<file path="src/rtl/register_file.sv">
// Register file with a registered operand stage: two read ports captured into
// rda/rdb, one write port, write-through bypass and stall-time operand refresh.
module register_file #(
  parameter int unsigned DATA_W = 32,
  parameter int unsigned ADDR_W = 5
) (
  input  logic              clk,
  input  logic              rst,
  input  logic              en,
  input  logic [ADDR_W-1:0] rs1,
  input  logic [ADDR_W-1:0] rs2,
  input  logic              wen,
  input  logic [ADDR_W-1:0] rd,
  input  logic [DATA_W-1:0] wdata,
  output logic [DATA_W-1:0] rda,
  output logic [DATA_W-1:0] rdb
);

  localparam int unsigned NUM_REGS = 2 ** ADDR_W;

  logic [DATA_W-1:0] regs_q [NUM_REGS];
  logic [DATA_W-1:0] rda_q, rda_d;
  logic [DATA_W-1:0] rdb_q, rdb_d;
  logic [ADDR_W-1:0] held1_q, held1_d;
  logic [ADDR_W-1:0] held2_q, held2_d;

  logic              wr_hit_c;
  logic [DATA_W-1:0] rf_rs1_c;
  logic [DATA_W-1:0] rf_rs2_c;

  // x0 is hardwired: it never accepts a write and always reads back as zero.
  assign wr_hit_c = wen && (rd != '0);
  assign rf_rs1_c = (rs1 == '0) ? '0 : regs_q[rs1];
  assign rf_rs2_c = (rs2 == '0) ? '0 : regs_q[rs2];

  // Operand stage next state: capture with bypass, or hold with refresh on stall.
  always_comb begin
    rda_d   = rda_q;
    rdb_d   = rdb_q;
    held1_d = held1_q;
    held2_d = held2_q;
    if (en) begin
      held1_d = rs1;
      held2_d = rs2;
      rda_d   = (wr_hit_c && (rd == rs1)) ? wdata : rf_rs1_c;
      rdb_d   = (wr_hit_c && (rd == rs2)) ? wdata : rf_rs2_c;
    end else begin
      if (wr_hit_c && (rd == held1_q)) rda_d = wdata;
      if (wr_hit_c && (rd == held2_q)) rdb_d = wdata;
    end
  end

  always_ff @(posedge clk) begin
    if (rst) begin
      for (int i = 0; i < int'(NUM_REGS); i++) begin
        regs_q[i] <= '0;
      end
      rda_q   <= '0;
      rdb_q   <= '0;
      held1_q <= '0;
      held2_q <= '0;
    end else begin
      if (wr_hit_c) regs_q[rd] <= wdata;
      rda_q   <= rda_d;
      rdb_q   <= rdb_d;
      held1_q <= held1_d;
      held2_q <= held2_d;
    end
  end

  assign rda = rda_q;
  assign rdb = rdb_q;

endmodule

</file>
<file path="config.mk">
export PLATFORM = sky130hd
export DESIGN_NAME = register_file
export DESIGN_NICKNAME = d
export VERILOG_FILES = /design/src/rtl/register_file.sv
export SDC_FILE = /design/constraint.sdc
export NUM_CORES = 2
export LEC_CHECK = 0
export CELL_PAD_IN_SITES_DETAIL_PLACEMENT = 0
export CELL_PAD_IN_SITES_GLOBAL_PLACEMENT = 1
export CORE_MARGIN = 2
export CORE_UTILIZATION = 54
export CTS_CLUSTER_DIAMETER = 40
export DETAILED_ROUTE_END_ITERATION = 12
export GPL_ROUTABILITY_DRIVEN = 0
export GPL_TIMING_DRIVEN = 0
export PLACE_DENSITY = 0.9
export SLEW_MARGIN = 5
export SYNTH_ARGS = -nofsm -noshare
export SYNTH_HDL_FRONTEND = slang
export SYNTH_SLANG_ARGS = --single-unit
</file>
<file path="constraint.sdc">
create_clock -name clk -period 3.3 [get_ports clk]
set_input_delay 0.33 -clock clk [delete_from_list [all_inputs] [get_ports clk]]
set_output_delay 0.33 -clock clk [all_outputs]
set_load 0.1 [all_outputs]
</file>
-- Yosys cells after proc, flatten, opt, wreduce, memory -nomap -nowiden
Memories as Yosys holds them, arrays and structs flattened.
Index checks and enable logic that the tools add are counted.
- eq/ne operators: 4
- muxes and demuxes: 16
- reductions and logical operators: 11
- operator list (operator ; count):
    $mux 32 ; 9
    $reduce_or 32->1 ; 1
    $eq 5x5->1 ; 4
    $logic_not 5->1 ; 2
    $mux 1 ; 6
    $logic_and 1x1->1 ; 5
    $mux 5 ; 1
    $reduce_bool 5->1 ; 1
    $reduce_bool 2->1 ; 2
- register bits: 74
- bits in writable memories: 1024
- output and inout bits: 64
- word-level logic and storage cells: 36
- memories: 1
- memories (name ; words ; bits a word ; rd ports ; clocked after memory_dff ; write ports ; RTL line ; text):
    regs_q ; 32 ; 32 ; 2 ; 0 ; 32 ; 21 ; logic [DATA_W-1:0] regs_q [NUM_REGS];

-- Depth between registers and ports, before layout
- depth in word-level cells: 7
- gate-level depth with buffers: 10
- mapped depth without buffers: 6

-- Least setup slack after synthesis
No wires, ideal clock.
- path kind: input-to-reg
- start: input rs2[2]
- end: register rdb_q[16], in the netlist rdb[16]
- library setup time: 122 ps
- arrival: 2303 ps
- data required time: 3178 ps
- setup slack: 875 ps
- cell stages on the path: 8
- cells stage by stage: clkbuf_1 -> buf_2 -> buf_1 -> mux4_2 -> mux4_2 -> inv_1 -> o22ai_1 -> a221o_1
- word-level cells in the longest chain between the ends: 4
- RTL lines (item ; RTL line ; text):
    from (decl) ; 11 ; input logic [ADDR_W-1:0] rs2,
    $mem_v2 32x32, or another cell as far along ; - ;
    $mux 32 / $logic_and 1x1->1 (equally long branches) ; 34, 46 ;
    $mux 32 * ; 46 ; rdb_d = (wr_hit_c && (rd == rs2)) ? wdata : rf_rs2_c;
    $mux 32 * ; 42 ; if (en) begin
    to (signal assigned) ; 65 ; rdb_q <= rdb_d;
    to (decl) ; 23 ; logic [DATA_W-1:0] rdb_q, rdb_d;
Mark *: on every way between the ends. The rest lies on a longest branch, timed or not.
A chain may end at the register's enable or synchronous reset.

-- Worst setup path in the final report
- start: input rs1[2]
- end: register rda_q[13], in the netlist rda[13]
- word-level cells in the longest chain between the ends: 4
- RTL lines (item ; RTL line ; text):
    from (decl) ; 10 ; input logic [ADDR_W-1:0] rs1,
    $mem_v2 32x32, or another cell as far along ; - ;
    $mux 32 / $logic_and 1x1->1 (equally long branches) ; 33, 45 ;
    $mux 32 * ; 45 ; rda_d = (wr_hit_c && (rd == rs1)) ? wdata : rf_rs1_c;
    $mux 32 * ; 42 ;
    to (signal assigned) ; 64 ; rda_q <= rda_d;
    to (decl) ; 22 ; logic [DATA_W-1:0] rda_q, rda_d;
Marks and branches as above.

==> flow_metrics.env <==
export IMPL_status="finished with violations"
export IMPL_failed_checks="max-capacitance violations, max-slew violations, negative setup slack"
export IMPL_initial_core_util_pct=54.3
export IMPL_grt_max_degree=33
export IMPL_rsz0062_at_grt="no"
export IMPL_ant_nets=0
export IMPL_first_pass_iters=6
export IMPL_vias=39500
export IMPL_grt_pass1_wl_um=294000
export IMPL_crit_arrival_ns=4.18
export IMPL_synth_cell_types=45
export IMPL_numPortBuffers=103
export IMPL_place_inst=5072
export IMPL_fin_hold_ws_ns=0.0919
export IMPL_skew_ns=0.0265
export IMPL_post_route_util_pct=61.9
export IMPL_synth_area_sq_mm=0.0570
export IMPL_drt_initial_drc_count=8081
export IMPL_start_kind="input pin"
export IMPL_ir_drop_mv=0.595
export IMPL_setup_tns_ns=-1.73
export IMPL_r2r_end="rdb[7]"
export IMPL_place_ws_ns=-1.10
export IMPL_path_clk_slew_ns=0.06
export IMPL_worst_hold_path_num_cells=3
export IMPL_cts_hold_buf=0
export IMPL_antenna_found_initial=10
export IMPL_post_route_period_util_pct=105
export IMPL_clockBufferDepth=3
export IMPL_drc=0
export IMPL_ys_warn_count=0
export IMPL_setup_viol=21
export IMPL_max_slew_margin_rel_pct=-7.54
export IMPL_final_hold_violation_count=0
export IMPL_synth_area_top_cells="edfxtp_1 (54%), mux4_2 (25%), and2_1 (11%)"
export IMPL_drt_wl_total_um=218000
export IMPL_critPathMaxFanout=10
export IMPL_synth_seq_area_share_pct=56.6
export IMPL_synth_top_area_share_pct=54.0
export IMPL_ios=115
export IMPL_syn_avg_cell_area_sq_um=16.1
export IMPL_grt_overflow=0
export IMPL_worst_pin_slew_ns=1.61
export IMPL_cts_made_buffers=143
export IMPL_post_cts_setup_buffers=0
export IMPL_grt_pass1_vias=38400
export IMPL_area_growth_pct=14.1
export IMPL_die_area_sq_mm=0.108
export IMPL_cts_tree="done"
export IMPL_clkLatencyLatePin_ns=0.79
export IMPL_ys_ff_latch=1098
export IMPL_drive_gt1_share_pct=25.4
export IMPL_nets=3877
export IMPL_viasPerCell=7.38
export IMPL_r2r_cells=7
export IMPL_period_needed_ns=3.47
export IMPL_ctsResizeCount=5
export IMPL_cts_root_buffer="clkbuf_16"
export IMPL_finalNonFillerCells=5348
export IMPL_synth_edff_count=1024
export IMPL_endpoint_kind="flop"
export IMPL_post_drt_wl_per_cell_um=40.8
export IMPL_hold_path_class="in2reg"
export IMPL_max_freq_ghz=0.288
export IMPL_required_ns=4.01
export IMPL_yosysTopAreaCell="edfxtp_1"
export IMPL_synthTopCellsByCount="edfxtp_1 (1024), and2_1 (993), mux4_2 (629), clkbuf_1 (271), clkinv_1 (89)"
export IMPL_r2r_slack_ns=0.51
export IMPL_fp_dieH_um=329
export IMPL_grtUsageTotal_pct=40.7
export IMPL_yosysMostFrequentCell="edfxtp_1"
export IMPL_synth_main_ff_cell="edfxtp_1"
export IMPL_core_area_sq_mm=0.105
export IMPL_p_per_area_mw_per_mm2=577
export IMPL_maxCapViolCount=2
export IMPL_holdCritStartpoint="rs1[4]"
export IMPL_htree_levels=4
export IMPL_layout_setup_ws_ns=-0.174
export IMPL_r2r_start="held2_q[1]"
export IMPL_die_w_um=329
export IMPL_dp_hpwl_um=134000
export IMPL_cts_sinks=1098
export IMPL_hold_end="held1_q[4]"
export IMPL_critPathKind="in2reg"
export IMPL_ys_async_sr_fraction_pct=0
export IMPL_slew_violations=22
export IMPL_rows=119
export IMPL_syn_inst=3542
export IMPL_p_leak_nw=22.1
-- layout make-up --
class | instances | area (sq um)
Sequential cell | 1098 | 32200
Multi-Input combinational cell | 1975 | 22900
Clock buffer | 169 | 3800
Antenna cell | 12 | 30.0
Clock inverter | 95 | 1060
Fill cell | 7473 | 39900
Timing Repair Buffer | 108 | 1130
Inverter | 127 | 477
Buffer | 373 | 1670
Tap cell | 1391 | 1740
-- power breakdown --
part           switching [W]  leakage, nW  total, W  internal, W
combinational        0.00307         9.42   0.00497      0.00189
sequential          0.000436         10.4    0.0165       0.0160
clock                0.00653         2.36    0.0161      0.00954
-- flip-flops by register name (all words and copies together) (netlist names) --
name and cells:
held1_q 5, held2_q 5, rda 32, rdb 32, regs_q 1024
-- cell usage in the layout (no fill, tap or decap), types with 4 or more instances in the layout --
master           count
a21oi_1              4
diode_2             12
buf_2               52
xnor2_1             12
xor2_1               8
clkbuf_1           271
clkinv_8             8
clkinv_1           104
dfxtp_1             74
nand3_1             11
inv_8                4
bufinv_16           15
o22ai_1             62
buf_4                4
inv_1               38
buf_6               19
nand2_1              9
buf_12               5
clkinv_2            22
mux2i_1             28
a22oi_1              5
clkinv_4             7
or2_4               29
conb_1              32
nor2_1              48
nor4_1               5
and2_1             993
clkbuf_16          148
edfxtp_1          1024
clkbuf_2            23
a221o_1             62
inv_6               13
buf_1               19
mux4_2             629
nand3b_1             5
clkinvlp_4          10
clkdlybuf4s50_1    103
-- critical path, stage by stage --
cell       delay [ns]
buf_2            0.40
buf_1            0.67
clkbuf_1         0.80
nor2_1           0.12
nand2_1          0.16
o2111ai_1        0.33
clkbuf_4         0.54
o22ai_1          0.60
a221o_1          0.19
-- metal layers --
metal | global-route usage [%] | part of all wire (%) | vias up
li1 | - | - | 14300
met1 | 49.2 | 31 | 19600
met2 | 57.3 | 42 | 4506
met3 | 20.9 | 19 | 1120
met4 | 26.4 | 8.2 | 8
met5 | 0.133 | 0.024 | -
-- logic make-up after synthesis --
family,after synthesis,synth area share (%)
flip-flops,1098,56.6
AO/OA/AOI/OAI,144,2.02
buffers and inverters,500,3.68
other,1,0.00658
XOR/XNOR,20,0.307
AND/OR/NAND/NOR,1121,12.1
multiplexers,658,25.4
-- metrics by stage --
step | instance area (sq um) | power (W)
3_5_place_dp | 60100 | 0.0215
4_1_cts | 64900 | 0.0371
6_report | 65000 | 0.0375
3_3_place_gp | 59900 | 0.0213
5_1_grt | 65000 | 0.0379
2_1_floorplan | 57100 | 0.0197
-- how the worst max path moves through the flow --
| stage | start | end | cells after the start |
|---|---|---|---|
| after floorplan | rs2[2] | rdb[16] | 8 |
| after global placement | rd[4] | rdb[19] | 9 |
| after detailed placement | rd[2] | rda[12] | 9 |
| after CTS | rd[4] | regs_q[16][8] | 5 |
| after global routing | rd[2] | rdb[16] | 8 |
| final | rs1[2] | rda[13] | 9 |
Power figures use the tool's default switching activity.
